`src/rtl/playback_pkg.sv`:
```
// rtl/playback_pkg.sv - shared types and note-to-half-period table for note playback
// Contents: state_e (sequencer FSM states), HALF_W (half-period width) and
// HALF_TABLE (half-period in samples at 48 kHz, indexed by note code; code 0 is a rest).
package playback_pkg;

    typedef enum logic [1:0] {
        ST_IDLE,
        ST_PLAY,
        ST_DONE
    } state_e;

    localparam int HALF_W = 16;

    // half = round(48000 / (2 * 440 * 2^((n-49)/12))); code 49 is A4.
    localparam logic [HALF_W-1:0] HALF_TABLE [64] = '{
        16'd0,   16'd873, 16'd824, 16'd778, 16'd734, 16'd693, 16'd654, 16'd617,
        16'd582, 16'd550, 16'd519, 16'd490, 16'd462, 16'd436, 16'd412, 16'd389,
        16'd367, 16'd346, 16'd327, 16'd309, 16'd291, 16'd275, 16'd259, 16'd245,
        16'd231, 16'd218, 16'd206, 16'd194, 16'd183, 16'd173, 16'd163, 16'd154,
        16'd146, 16'd137, 16'd130, 16'd122, 16'd116, 16'd109, 16'd103, 16'd97,
        16'd92,  16'd87,  16'd82,  16'd77,  16'd73,  16'd69,  16'd65,  16'd61,
        16'd58,  16'd55,  16'd51,  16'd49,  16'd46,  16'd43,  16'd41,  16'd39,
        16'd36,  16'd34,  16'd32,  16'd31,  16'd29,  16'd27,  16'd26,  16'd24
    };

endpackage

```
`src/rtl/note_period_rom.sv`:
```
// rtl/note_period_rom.sv - combinational note code to square-wave half-period lookup
// Ports: note_i (note code), half_o (half-period in samples, 0 for rest).
module note_period_rom
    import playback_pkg::*;
#(
    parameter int NOTE_W = 6
) (
    input  logic [NOTE_W-1:0] note_i,
    output logic [HALF_W-1:0] half_o
);

    assign half_o = HALF_TABLE[note_i];

endmodule

```
`src/rtl/poly_note_playback.sv`:
```
// rtl/poly_note_playback.sv - multi-voice square-wave note sequencer driving the codec write port
// Ports: clk/reset_n (async active-low), write_en (play level), loop_en (wrap after last note),
// note_count (valid slots per voice), note_mem (packed per-voice note tables),
// write_ready/write/write_data (codec sample handshake), busy/done (status), note_idx (current slot).
module poly_note_playback
    import playback_pkg::*;
#(
    parameter  int VOICES           = 2,
    parameter  int DEPTH            = 40,
    parameter  int NOTE_W           = 6,
    parameter  int SAMPLE_W         = 24,
    parameter  int SAMPLES_PER_NOTE = 12000,
    parameter  int AMPLITUDE        = 1 << 20,
    localparam int CNT_W            = $clog2(DEPTH + 1),
    localparam int IDX_W            = $clog2(DEPTH)
) (
    input  logic                            clk,
    input  logic                            reset_n,
    input  logic                            write_en,
    input  logic                            loop_en,
    input  logic [CNT_W-1:0]                note_count,
    input  logic [VOICES*DEPTH*NOTE_W-1:0]  note_mem,
    input  logic                            write_ready,
    output logic                            write,
    output logic [SAMPLE_W-1:0]             write_data,
    output logic                            busy,
    output logic                            done,
    output logic [IDX_W-1:0]                note_idx
);

    localparam int SC_W  = $clog2(SAMPLES_PER_NOTE + 1);
    localparam int MIX_W = SAMPLE_W + 2;
    localparam logic [SC_W-1:0]          SC_LAST = SC_W'(SAMPLES_PER_NOTE - 1);
    localparam logic signed [MIX_W-1:0]  AMP_POS = MIX_W'(AMPLITUDE);
    localparam logic signed [MIX_W-1:0]  AMP_NEG = MIX_W'(-AMPLITUDE);
    localparam logic signed [MIX_W-1:0]  SAT_MAX = {{3{1'b0}}, {(SAMPLE_W-1){1'b1}}};
    localparam logic signed [MIX_W-1:0]  SAT_MIN = {{3{1'b1}}, {(SAMPLE_W-1){1'b0}}};

    state_e                state_q, state_d;
    logic [IDX_W-1:0]      note_idx_q, note_idx_d;
    logic [SC_W-1:0]       samp_q, samp_d;
    logic [SAMPLE_W-1:0]   data_q, data_d;

    logic                  start;
    logic                  issue;
    logic                  last_note;
    logic                  clear_voices;
    logic                  load;
    logic [VOICES-1:0][MIX_W-1:0] contrib;
    logic signed [MIX_W-1:0]      mix_sum;
    logic [SAMPLE_W-1:0]          mix_sat;

    assign start = write_en && (note_count != '0);
    assign issue = (state_q == ST_PLAY) && write_ready;
    // A shrunken note_count (note_idx already past it) ends the tune; the
    // DEPTH-1 clamp keeps the table lookup inside note_mem.
    assign last_note = (int'(note_idx_q) + 1 >= int'(note_count))
                    || (note_idx_q == IDX_W'(DEPTH - 1));
    assign clear_voices = ((state_q == ST_IDLE) && start) || (issue && (samp_q == SC_LAST));
    assign load = ((state_q == ST_IDLE) && start) || issue;

    always_comb begin
        state_d    = state_q;
        note_idx_d = note_idx_q;
        samp_d     = samp_q;
        case (state_q)
            ST_IDLE: begin
                if (start) begin
                    state_d    = ST_PLAY;
                    note_idx_d = '0;
                    samp_d     = '0;
                end
            end
            ST_PLAY: begin
                if (!write_en) begin
                    state_d = ST_IDLE;
                end else if (issue) begin
                    if (samp_q == SC_LAST) begin
                        samp_d = '0;
                        if (!last_note) begin
                            note_idx_d = note_idx_q + IDX_W'(1);
                        end else begin
                            note_idx_d = '0;
                            if (!loop_en) begin
                                state_d = ST_DONE;
                            end
                        end
                    end else begin
                        samp_d = samp_q + SC_W'(1);
                    end
                end
            end
            ST_DONE: state_d = ST_IDLE;
            default: state_d = ST_IDLE;
        endcase
    end

    // Each voice advances its phase on the current note and contributes the
    // level it will have for the *next* sample, so write_data is registered
    // one issue ahead and is always the sample currently being offered.
    for (genvar v = 0; v < VOICES; v++) begin : g_voice
        logic [NOTE_W-1:0] cur_note;
        logic [NOTE_W-1:0] nxt_note;
        logic [HALF_W-1:0] half;
        logic [HALF_W-1:0] phase_q, phase_d;
        logic              pol_q, pol_d;    // 1 = negative half-cycle

        assign cur_note = note_mem[(v*DEPTH + int'(note_idx_q))*NOTE_W +: NOTE_W];
        assign nxt_note = note_mem[(v*DEPTH + int'(note_idx_d))*NOTE_W +: NOTE_W];

        note_period_rom #(.NOTE_W(NOTE_W)) u_rom (
            .note_i (cur_note),
            .half_o (half)
        );

        always_comb begin
            phase_d = phase_q;
            pol_d   = pol_q;
            if (clear_voices) begin
                phase_d = '0;
                pol_d   = 1'b0;
            end else if (issue && (cur_note != '0)) begin
                if (phase_q == half - HALF_W'(1)) begin
                    phase_d = '0;
                    pol_d   = ~pol_q;
                end else begin
                    phase_d = phase_q + HALF_W'(1);
                end
            end
        end

        always_ff @(posedge clk or negedge reset_n) begin
            if (!reset_n) begin
                phase_q <= '0;
                pol_q   <= 1'b0;
            end else begin
                phase_q <= phase_d;
                pol_q   <= pol_d;
            end
        end

        assign contrib[v] = (nxt_note == '0) ? '0 : (pol_d ? AMP_NEG : AMP_POS);
    end

    always_comb begin
        mix_sum = '0;
        for (int v = 0; v < VOICES; v++) begin
            mix_sum = mix_sum + $signed(contrib[v]);
        end
        if (mix_sum > SAT_MAX) begin
            mix_sat = SAT_MAX[SAMPLE_W-1:0];
        end else if (mix_sum < SAT_MIN) begin
            mix_sat = SAT_MIN[SAMPLE_W-1:0];
        end else begin
            mix_sat = mix_sum[SAMPLE_W-1:0];
        end
        data_d = load ? mix_sat : data_q;
    end

    always_ff @(posedge clk or negedge reset_n) begin
        if (!reset_n) begin
            state_q    <= ST_IDLE;
            note_idx_q <= '0;
            samp_q     <= '0;
            data_q     <= '0;
        end else begin
            state_q    <= state_d;
            note_idx_q <= note_idx_d;
            samp_q     <= samp_d;
            data_q     <= data_d;
        end
    end

    assign write      = issue;
    assign write_data = data_q;
    assign busy       = (state_q == ST_PLAY);
    assign done       = (state_q == ST_DONE);
    assign note_idx   = note_idx_q;

endmodule
```
`config.mk`:
```
export PLATFORM = sky130hd
export DESIGN_NAME = poly_note_playback
export DESIGN_NICKNAME = d
export VERILOG_FILES = /design/src/rtl/playback_pkg.sv /design/src/rtl/note_period_rom.sv /design/src/rtl/poly_note_playback.sv
export SDC_FILE = /design/constraint.sdc
export NUM_CORES = 1
export LEC_CHECK = 0
export CORE_MARGIN = 10
export CORE_UTILIZATION = 35
export CTS_CLUSTER_SIZE = 24
export DETAILED_ROUTE_END_ITERATION = 6
export PLACE_DENSITY = 0.79
export RECOVER_POWER = 50
export SKIP_CTS_REPAIR_TIMING = 1
export SYNTH_ARGS = -nofsm -noshare
export SYNTH_HDL_FRONTEND = slang
export SYNTH_HIERARCHICAL = 1
export SYNTH_SLANG_ARGS = --single-unit
```
`constraint.sdc`:
```
create_clock -name clk -period 9.2 [get_ports clk]
set_input_delay 0.92 -clock clk [delete_from_list [all_inputs] [get_ports clk]]
set_output_delay 0.92 -clock clk [all_outputs]
set_load 0.005 [all_outputs]
```
==> out/summary.json <==
{
  "logic_synthesis": {
    "synth_edf_count": 0,
    "async_flop_share_pct": 100.0,
    "synth_cell_type_count": 100,
    "synth_seq_area_share_pct": 11.50,
    "synth.ff_latch_count": 61,
    "postSynth.topFlopCell": "sky130_fd_sc_hd__dfrtp_1",
    "netlist_instances": 1566,
    "synth.top_cells.by_area": "sky130_fd_sc_hd__mux4_2 (20%), sky130_fd_sc_hd__dfrtp_1 (11%), sky130_fd_sc_hd__mux2i_1 (6.3%)",
    "synth_top_area_cell": "sky130_fd_sc_hd__mux4_2",
    "post_synth.cell_area_avg_um2": 8.480,
    "netlist_area_mm2": 0.01328,
    "yosys_warnings": 6,
    "synthDominantCellAreaShare_pct": 19.50
  },
  "sta": {
    "fmax_ghz": 0.1188,
    "postLayoutSetupSlackWorst_ns": 0.7851,
    "fin_worst_skew_ns": 0.01317,
    "slew_headroom_pct": -135.1,
    "grt_setup_unrepaired": "false",
    "timing.final.setup_violations": 0,
    "finalCritPeriodShare_pct": 91.47,
    "timing_max_transition_violations_final": 62,
    "min_period_ns": 8.415,
    "hold_violations": 0,
    "totalNegativeSetupSlack_ns": 0,
    "timing_worst_slew_pin_value_ns": 3.527
  },
  "run": {
    "drv_cap": 1
  },
  "clocking": {
    "clock_sinks": 61,
    "cts_htree_levels": 3,
    "tritoncts.num_buffers": 9,
    "ctsLongestPathBuffers": 2,
    "cts.clk_slew.worst_paths_ns": 0.06,
    "clock_latency_ns": 0.34,
    "cts_tree": "yes",
    "clockRootBuffer": "sky130_fd_sc_hd__clkbuf_16"
  },
  "pwr": {
    "power_density_of_the_placed_cells_mw_per_mm2": 69.70,
    "vdd.ir_drop.worst_v": 0.0001105,
    "p_total_w": 0.001332,
    "total_leakage_power_nw": 6.894
  },
  "global_routing": {
    "grt_first_pass_wirelength_mm": 108.6,
    "first_global_vias": 16940,
    "grt_max_degree": 62,
    "gr-total-overflow": 0,
    "track_usage_pct": 30.32,
    "antenna_found_initial": 20
  },
  "floorplanning": {
    "placementRows": 71,
    "dieWidth_um": 214.8,
    "core_region_area_mm2": 0.03758,
    "fp.dieH_um": 214.8,
    "initial_core_util_pct": 35.34,
    "die_area_mm2": 0.04613,
    "design.portCount": 524
  },
  "outcome": {
    "violations": "capacitance limit, slew limit",
    "run_status": "complete, but fails checks"
  },
  "worst_setup_path": {
    "cp_data_required_time_ns": 9.42,
    "path_class": "in2reg",
    "cp_max_fo": 11,
    "reg2reg_depth": 26,
    "critPathLaunchType": "input port",
    "timing.critical_path.to_type": "flop",
    "critical_path_arrival_ns": 8.63
  },
  "final_layout": {
    "most-common-layout-cells": "sky130_fd_sc_hd__clkdlybuf4s50_1 (507), sky130_fd_sc_hd__nor2_1 (118), sky130_fd_sc_hd__mux4_2 (115)",
    "area_growth_syn_to_layout_pct": 43.86,
    "layout.cells.most_common": "sky130_fd_sc_hd__clkdlybuf4s50_1",
    "finish.net_count": 2542,
    "postLayoutCellArea_mm2": 0.01910,
    "final_layout_size_suffix_gt1_share_pct": 12.85
  },
  "place": {
    "placement.setup.worst_slack_ns": 0.5341,
    "dpl-instance-area_mm2": 0.01875,
    "routabilityCongestion": 1.064,
    "place.detailed.hpwl_mm": 61.72,
    "buffer_ports.inserted": 523
  },
  "hold_path": {
    "worstHoldPathType": "reg2reg",
    "hold-path-cell-count": 1
  },
  "detailed_routing": {
    "vias": 16380,
    "drcViolationCount": 0,
    "post_drt_wl_per_cell_um": 28.81,
    "wirelength_mm": 73.43,
    "drt_pass1_iterations": 6,
    "postRouteAntennaNets": 0,
    "drt_iter0_markers": 1568,
    "routed_via_density": 6.424
  }
}
## where the power goes
group / switching, W / leakage, nW / total [W] / internal, W
combinational: 0.000288 / 5.91 / 0.000651 / 0.000362
clock: 0.000135 / 0.152 / 0.000381 / 0.000245
sequential: 0.0000194 / 0.832 / 0.000300 / 0.000281
## cell usage after synthesis, types with 20 or more instances
cell type and number:
sky130_fd_sc_hd__mux2i_1 83, sky130_fd_sc_hd__mux4_2 115, sky130_fd_sc_hd__xor2_1 26, sky130_fd_sc_hd__inv_1 34, sky130_fd_sc_hd__dfrtp_1 61, sky130_fd_sc_hd__or3_1 25
sky130_fd_sc_hd__nand3_1 48, sky130_fd_sc_hd__buf_2 44, sky130_fd_sc_hd__mux2_2 31, sky130_fd_sc_hd__a31oi_1 27, sky130_fd_sc_hd__nor4_1 62, sky130_fd_sc_hd__clkbuf_1 37
sky130_fd_sc_hd__and3_1 28, sky130_fd_sc_hd__nor2_1 119, sky130_fd_sc_hd__xnor2_1 31, sky130_fd_sc_hd__or4_1 22, sky130_fd_sc_hd__nand2b_1 20, sky130_fd_sc_hd__nor3_1 67
sky130_fd_sc_hd__ha_1 29, sky130_fd_sc_hd__buf_4 42, sky130_fd_sc_hd__nand2_1 107, sky130_fd_sc_hd__a22oi_1 25, sky130_fd_sc_hd__o22ai_1 23, sky130_fd_sc_hd__a21oi_1 65
sky130_fd_sc_hd__o21ai_0 82
## cell families (layout without fill, tap and decap cells)
| family | count (synthesis) | after routing | share of synthesized area, % |
|---|---|---|---|
| flops | 61 | 61 | 11.50 |
| other cells | 2 | 26 | 0.05656 |
| simple gates | 598 | 598 | 24.20 |
| compound gates | 399 | 399 | 20.89 |
| buf+inv | 187 | 635 | 7.905 |
| mux | 229 | 229 | 28.39 |
| fa+ha+maj | 32 | 32 | 3.185 |
| xor+xnor | 58 | 58 | 3.882 |
## routing by layer
metal	global-route usage, %	up-vias	part of all wire, %
met4	15.08	14	5.6
met3	7.851	204	9.2
met5	0	-	0.13
met2	51.74	1051	49
met1	34.53	7969	37
li1	-	7138	-
## per-stage QoR
stage          std cells  util (%)  hold WS, ns
5_1_grt             2546     50.82       0.5358
2_1_floorplan       1576         -       0.4918
6_report            2549     50.84       0.5128
3_3_place_gp        2519     49.90       0.5011
3_5_place_dp        2519     49.90       0.5082
4_1_cts             2535     50.76       0.5217
## state kept, by name, summed over array words and instances, names as in the netlist
| register | count |
|---|---|
| samp_q | 14 |
| g_voice.phase_q | 32 |
| g_voice.pol_q | 2 |
| note_idx | 6 |
| state_q | 2 |
| write_data | 5 |
## final cells by class
cell class	instances	area, um2
Multi-Input combinational cell	1328	10770
Sequential cell	61	1535
Clock buffer	11	242.7
Timing Repair Buffer	576	5633
Tap cell	511	639.4
Clock inverter	5	83.83
Fill cell	3530	18470
Antenna cell	14	35.03
Inverter	43	163.9
## worst max-delay path, cell delays in order
cell and delay, ns:
sky130_fd_sc_hd__clkdlybuf4s50_1 0.54, sky130_fd_sc_hd__mux4_2 0.56, sky130_fd_sc_hd__mux4_2 0.47, sky130_fd_sc_hd__and2_1 0.17, sky130_fd_sc_hd__a311oi_1 0.28, sky130_fd_sc_hd__inv_1 0.25, sky130_fd_sc_hd__inv_1 0.18, sky130_fd_sc_hd__ha_1 0.35
sky130_fd_sc_hd__mux2i_1 0.22, sky130_fd_sc_hd__nor2_1 0.06, sky130_fd_sc_hd__o311a_1 0.33, sky130_fd_sc_hd__a221o_1 0.37, sky130_fd_sc_hd__or4_4 0.59, sky130_fd_sc_hd__nor4_1 0.44, sky130_fd_sc_hd__xnor2_1 0.17, sky130_fd_sc_hd__a32oi_1 0.07
sky130_fd_sc_hd__nor4_1 0.31, sky130_fd_sc_hd__o21ai_0 0.20, sky130_fd_sc_hd__a221oi_4 0.24, sky130_fd_sc_hd__nand2_2 0.08, sky130_fd_sc_hd__xor2_1 0.18, sky130_fd_sc_hd__a311o_1 0.41, sky130_fd_sc_hd__fa_1 0.43, sky130_fd_sc_hd__inv_1 0.10
sky130_fd_sc_hd__fa_1 0.41, sky130_fd_sc_hd__mux2_2 0.27
## final timing paths
| path | start | endpoint | slack [ns] |
|---|---|---|---|
| worst max-delay path | note_mem[397] | write_data[23]$_DFFE_PN0P_ | 0.79 |
| worst min-delay path | write_data[20]$_DFFE_PN0P_ | write_data[20]$_DFFE_PN0P_ | 0.51 |
| worst max register to register | note_idx[1]$_DFF_PN0_ | write_data[23]$_DFFE_PN0P_ | 0.79 |
| worst min register to register | write_data[20]$_DFFE_PN0P_ | write_data[20]$_DFFE_PN0P_ | 0.51 |
| max in group asynchronous | reset_n | note_idx[1]$_DFF_PN0_ | 4.84 |
| min in group asynchronous | reset_n | g_voice[1].phase_q[12]$_DFFE_PN0P_ | 1.87 |
Note: power is estimated with default switching activity, not from simulation.
